==> src/rtl/multicycle_controller.sv <==
// Multicycle RV32I control FSM: sequences fetch, decode, execute, memory and
// writeback over a single shared memory port, counts retired instructions and
// halts on illegal opcodes, SYSTEM instructions or memory timeouts.
module multicycle_controller #(
  parameter int unsigned COUNT_BITS  = 32,
  parameter int unsigned MEM_TIMEOUT = 16
) (
  input  logic                  clock,
  input  logic                  reset,
  input  logic [6:0]            opcode,
  input  logic                  dec_wEn,
  input  logic                  dec_mem_wEn,
  input  logic                  mem_ready,
  output logic                  mem_req,
  output logic                  mem_addr_sel,
  output logic                  mem_we,
  output logic                  ir_wEn,
  output logic                  pc_wEn,
  output logic                  rf_wEn,
  output logic                  halted,
  output logic [1:0]            trap_cause,
  output logic [2:0]            state,
  output logic [COUNT_BITS-1:0] retired
);

  localparam int unsigned TW = (MEM_TIMEOUT > 2) ? $clog2(MEM_TIMEOUT) : 1;
  localparam logic [TW-1:0] TMO_LAST = TW'(MEM_TIMEOUT - 1);

  localparam logic [6:0] OP_REG    = 7'b0110011;
  localparam logic [6:0] OP_IMM    = 7'b0010011;
  localparam logic [6:0] OP_LOAD   = 7'b0000011;
  localparam logic [6:0] OP_STORE  = 7'b0100011;
  localparam logic [6:0] OP_BRANCH = 7'b1100011;
  localparam logic [6:0] OP_JALR   = 7'b1100111;
  localparam logic [6:0] OP_JAL    = 7'b1101111;
  localparam logic [6:0] OP_AUIPC  = 7'b0010111;
  localparam logic [6:0] OP_LUI    = 7'b0110111;
  localparam logic [6:0] OP_SYSTEM = 7'b1110011;

  typedef enum logic [2:0] {
    IDLE      = 3'd0,
    FETCH     = 3'd1,
    DECODE    = 3'd2,
    EXECUTE   = 3'd3,
    MEMORY    = 3'd4,
    WRITEBACK = 3'd5,
    HALT      = 3'd6
  } state_t;

  typedef enum logic [1:0] {
    CAUSE_NONE    = 2'd0,
    CAUSE_ILLEGAL = 2'd1,
    CAUSE_TIMEOUT = 2'd2,
    CAUSE_SYSTEM  = 2'd3
  } cause_t;

  state_t                  state_q, state_d;
  cause_t                  cause_q, cause_d;
  logic [TW-1:0]           tmo_q, tmo_d;
  logic [COUNT_BITS-1:0]   ret_q, ret_d;

  logic op_legal, op_system, op_mem;
  logic tmo_hit;

  logic req_c, sel_c, we_c, ir_c, pc_c, rf_c;

  assign tmo_hit = (tmo_q == TMO_LAST);

  // Classify the opcode held in the instruction register.
  always_comb begin
    op_legal  = 1'b0;
    op_system = 1'b0;
    op_mem    = 1'b0;
    case (opcode)
      OP_REG, OP_IMM, OP_BRANCH, OP_JALR, OP_JAL, OP_AUIPC, OP_LUI:
        op_legal = 1'b1;
      OP_LOAD, OP_STORE: begin
        op_legal = 1'b1;
        op_mem   = 1'b1;
      end
      OP_SYSTEM:
        op_system = 1'b1;
      default: ;
    endcase
  end

  // Next-state, counter and strobe logic for the instruction sequence.
  always_comb begin
    state_d = state_q;
    cause_d = cause_q;
    tmo_d   = tmo_q;
    ret_d   = ret_q;
    req_c   = 1'b0;
    sel_c   = 1'b0;
    we_c    = 1'b0;
    ir_c    = 1'b0;
    pc_c    = 1'b0;
    rf_c    = 1'b0;
    case (state_q)
      IDLE: begin
        state_d = FETCH;
        tmo_d   = '0;
      end
      FETCH: begin
        req_c = 1'b1;
        if (mem_ready) begin
          ir_c    = 1'b1;
          state_d = DECODE;
        end else if (tmo_hit) begin
          state_d = HALT;
          cause_d = CAUSE_TIMEOUT;
        end else begin
          tmo_d = tmo_q + TW'(1);
        end
      end
      DECODE: begin
        if (op_legal) begin
          state_d = EXECUTE;
        end else if (op_system) begin
          state_d = HALT;
          cause_d = CAUSE_SYSTEM;
        end else begin
          state_d = HALT;
          cause_d = CAUSE_ILLEGAL;
        end
      end
      EXECUTE: begin
        if (op_mem) begin
          state_d = MEMORY;
          tmo_d   = '0;
        end else begin
          state_d = WRITEBACK;
        end
      end
      MEMORY: begin
        req_c = 1'b1;
        sel_c = 1'b1;
        we_c  = dec_mem_wEn;
        if (mem_ready) begin
          state_d = WRITEBACK;
        end else if (tmo_hit) begin
          state_d = HALT;
          cause_d = CAUSE_TIMEOUT;
        end else begin
          tmo_d = tmo_q + TW'(1);
        end
      end
      WRITEBACK: begin
        rf_c    = dec_wEn;
        pc_c    = 1'b1;
        ret_d   = ret_q + COUNT_BITS'(1);
        state_d = FETCH;
        tmo_d   = '0;
      end
      HALT: ;
      default: begin
        state_d = HALT;
        cause_d = CAUSE_ILLEGAL;
      end
    endcase
  end

  // Registered state, trap cause, timeout counter and retire count.
  always_ff @(posedge clock) begin
    if (reset) begin
      state_q <= IDLE;
      cause_q <= CAUSE_NONE;
      tmo_q   <= '0;
      ret_q   <= '0;
    end else begin
      state_q <= state_d;
      cause_q <= cause_d;
      tmo_q   <= tmo_d;
      ret_q   <= ret_d;
    end
  end

  // Strobes are forced low while reset is held, even if the registered
  // state is still mid-request.
  assign mem_req      = req_c & ~reset;
  assign mem_addr_sel = sel_c & ~reset;
  assign mem_we       = we_c  & ~reset;
  assign ir_wEn       = ir_c  & ~reset;
  assign pc_wEn       = pc_c  & ~reset;
  assign rf_wEn       = rf_c  & ~reset;

  assign halted     = (state_q == HALT);
  assign trap_cause = cause_q;
  assign state      = state_q;
  assign retired    = ret_q;

endmodule
==> config.mk <==
export PLATFORM = sky130hd
export DESIGN_NAME = multicycle_controller
export DESIGN_NICKNAME = d
export VERILOG_FILES = /design/src/rtl/multicycle_controller.sv
export SDC_FILE = /design/constraint.sdc
export NUM_CORES = 1
export LEC_CHECK = 0
export CORE_MARGIN = 8
export CORE_UTILIZATION = 52
export DETAILED_ROUTE_END_ITERATION = 6
export PLACE_DENSITY = 0.85
export SLEW_MARGIN = 20
export SYNTH_ARGS = -nofsm -noshare
export SYNTH_HDL_FRONTEND = slang
export SYNTH_SLANG_ARGS = --single-unit
export TNS_END_PERCENT = 1
==> constraint.sdc <==
create_clock -name clock -period 5.4 [get_ports clock]
set_clock_uncertainty 0.2 [all_clocks]
set_input_delay 1.08 -clock clock [delete_from_list [all_inputs] [get_ports clock]]
set_output_delay 1.08 -clock clock [all_outputs]
set_load 0.01 [all_outputs]
==> metrics.txt <==
outcome completed; Worst slew margin around 54%; Chip Height 80.26 um; H-tree depth 2; I/O pins 56; GRT Total Usage between 10% and 20%; CP Launch Type primary input; cts hold-fix bufs 0; first-pass GRT wire length between 8 and 9 mm; CTS Root Cell clkbuf_8; chip width approximately 80 um; Seq/Total Area, Yosys 38.23%; via count 1,988; Yosys Warn Count 0; post-synthesis async set-or-reset flop share 0%; vias in the first global route around 1,900; vias per cell around 5.6; Hold Fails Final Rpt 0; crit path capture type output port; I/O Buffers 55; initial antenna violation count 0; post-route setup slack roughly 1.5 ns; Post-CTS Setup Bufs 0; critical path class in -> out; final setup violation count 0; PwrDens 231.9 nW/um2; antenna viol nets, final 0; CTS tree built; CP max FO 8; fin crit share 72.12%; RSZ-0062 raised after global routing false; Internal Pwr Total 497.3 uW; post-synth top area cell dfxtp_1; # resized after CTS 0; Min-Delay Path Class reg -> reg; final global-route overflow total 0; Skew-Pair Late Insertion Delay slightly below 0.3 ns; Cell variety after synth 50; Psw 156.9 uW; register share of total power 49.1%; Yosys top cell area share a little under two fifths; number of synthesized flops with an enable pin 0; diodes inserted 0; Synth area leaders dfxtp_1 (38%), xor2_1 (8.2%), nor2_1 (6.8%), nand3_1 (3.5%), xnor2_1 (3.3%); achievable clock frequency 256.8 MHz; fin area around 2800 um2; crit path DAT around 2.6 ns; placed inst area between 2000 and 3000 um2; Initial Util between 50 and 60%; Synth Cell Area between 2000 and 2500 um2; DRC viols 0; Seq cells post-synth 41; Gate Count Post-Synth about 250; DP HPWL about 3.8 mm; nets roughly 320; mean post-synth cell area 8.623 um2; setup tns final 0 ns; Reg clk slew, reported paths 0.07 ns; GPL Wtd Cong 0.7786; post-placement setup slack about 1.5 ns; Wirelength per Cell around 15 um; CORE AREA 4000 um2; layout cells sized above 1 about 7.6%; die area 6441 um2; largest net degree at the start of global routing just over 40; 1st-pass router iterations 4; Critical Path RT about 4 ns; Comb pwr share 11.7%; Leak 1.024 nW; clk buf depth 2; Starting DRT DRC Count about 150; ys flop type dfxtp_1; Layout area overhead 31.41%; final WL between 5 and 6 mm; syn nets 263; fin crit period around 4 ns; measured slew at the worst slew-check pin 0.6807 ns; total clock sinks between 40 and 50; clock power share around 39%; VDD IR max roughly 0.00018 V; post-layout util a little over two thirds; max-slew violation count 0; Inserted Clock Buffers 5; row count 23; max cap viols 0; switching part of the total 23.98%
state kept, by name, summed over array words and instances (netlist names):
signal,count
retired,32
state,3
tmo_q,4
trap_cause,2
synth_stat cells, types with 2 or more instances:
master,n
dfxtp_1,41
nor2_1,39
xor2_1,20
nand2_1,15
nand3_1,15
nor3_1,11
nand4_1,10
clkbuf_1,9
xnor2_1,8
a21oi_1,7
inv_1,5
a211oi_1,4
and2_1,4
and3_1,4
nor2b_1,4
and4_1,3
nand4_2,3
nor3b_1,3
o21ai_0,3
or4_1,3
a221o_1,2
a31oi_1,2
buf_6,2
ha_1,2
mux2_2,2
nand2b_1,2
o31ai_1,2
or3_1,2
critical path: stages:
cell and delay [ns]:
clkdlybuf4s50_1 0.57, nor3_1 0.28, and2_1 0.15, clkdlybuf4s50_1 0.53
final cells by class:
class / instances / area [um2]
clock buffer: 7 / 86.33
clock inverter: 1 / 30.03
fill: 353 / 1179
inverter: 5 / 18.77
multi-input combinational: 191 / 1237
sequential: 41 / 820.8
tap: 50 / 62.56
timing repair buffer: 57 / 565.5
power by group through the flow:
stage	logic [mW]	registers (mW)	clock network, mW
5_1_grt	0.0831	0.323	0.275
3_3_place_gp	0.0736	0.328	0
3_5_place_dp	0.0743	0.328	0
4_1_cts	0.0764	0.321	0.260
6_report	0.0762	0.321	0.257
2_1_floorplan	0.0478	0.323	0
per-stage QoR:
step	hold WS (ns)	power [mW]	cells
floorplan	0.2722	0.3707	249
global placement	0.2460	0.4014	344
detailed placement	0.2530	0.4027	344
CTS	0.2667	0.6572	352
global route	0.2840	0.6813	352
finish	0.2595	0.6543	352
layer usage:
layer,track usage (%),vias up,share of wire [%]
met5,0,-,0
li1,-,984,-
met1,21.30,924,45
met2,27.16,70,47
met4,7.273,0,1.7
met3,3.683,10,6.1
cells by family after synthesis:
group                      synth area share, %
and+or+nand+nor                          34.44
DFF                                      38.23
AOI/OAI and AO/OA                        9.091
xor gates and xnor gates                 11.42
buffers and inverters                    4.137
muxes                                    1.515
adders and majority gates                1.165
worst paths after layout:
kind | cells after the start | startpoint | slack (ns) | to
max | 4 | reset | 1.51 | mem_we
min | 2 | trap_cause[0] | 0.26 | trap_cause[0]
max reg2reg | 5 | retired[4] | 2.86 | retired[31]
min reg2reg | 2 | trap_cause[0] | 0.26 | trap_cause[0]
layout by cell type, fill, tap and decap left out, drive strengths merged, types with 3 or more instances in the layout:
cell type / count
xor2: 20
nor2b: 4
a211oi: 4
xnor2: 8
nand2: 16
nand3: 15
nand4: 13
and2: 6
clkdlybuf4s50: 55
and3: 4
or4: 3
o21ai: 4
a21oi: 7
inv: 5
nor2: 39
and4: 4
clkbuf: 7
dfxtp: 41
nor3: 12
nor3b: 3
(Power assumes the default switching activity.)
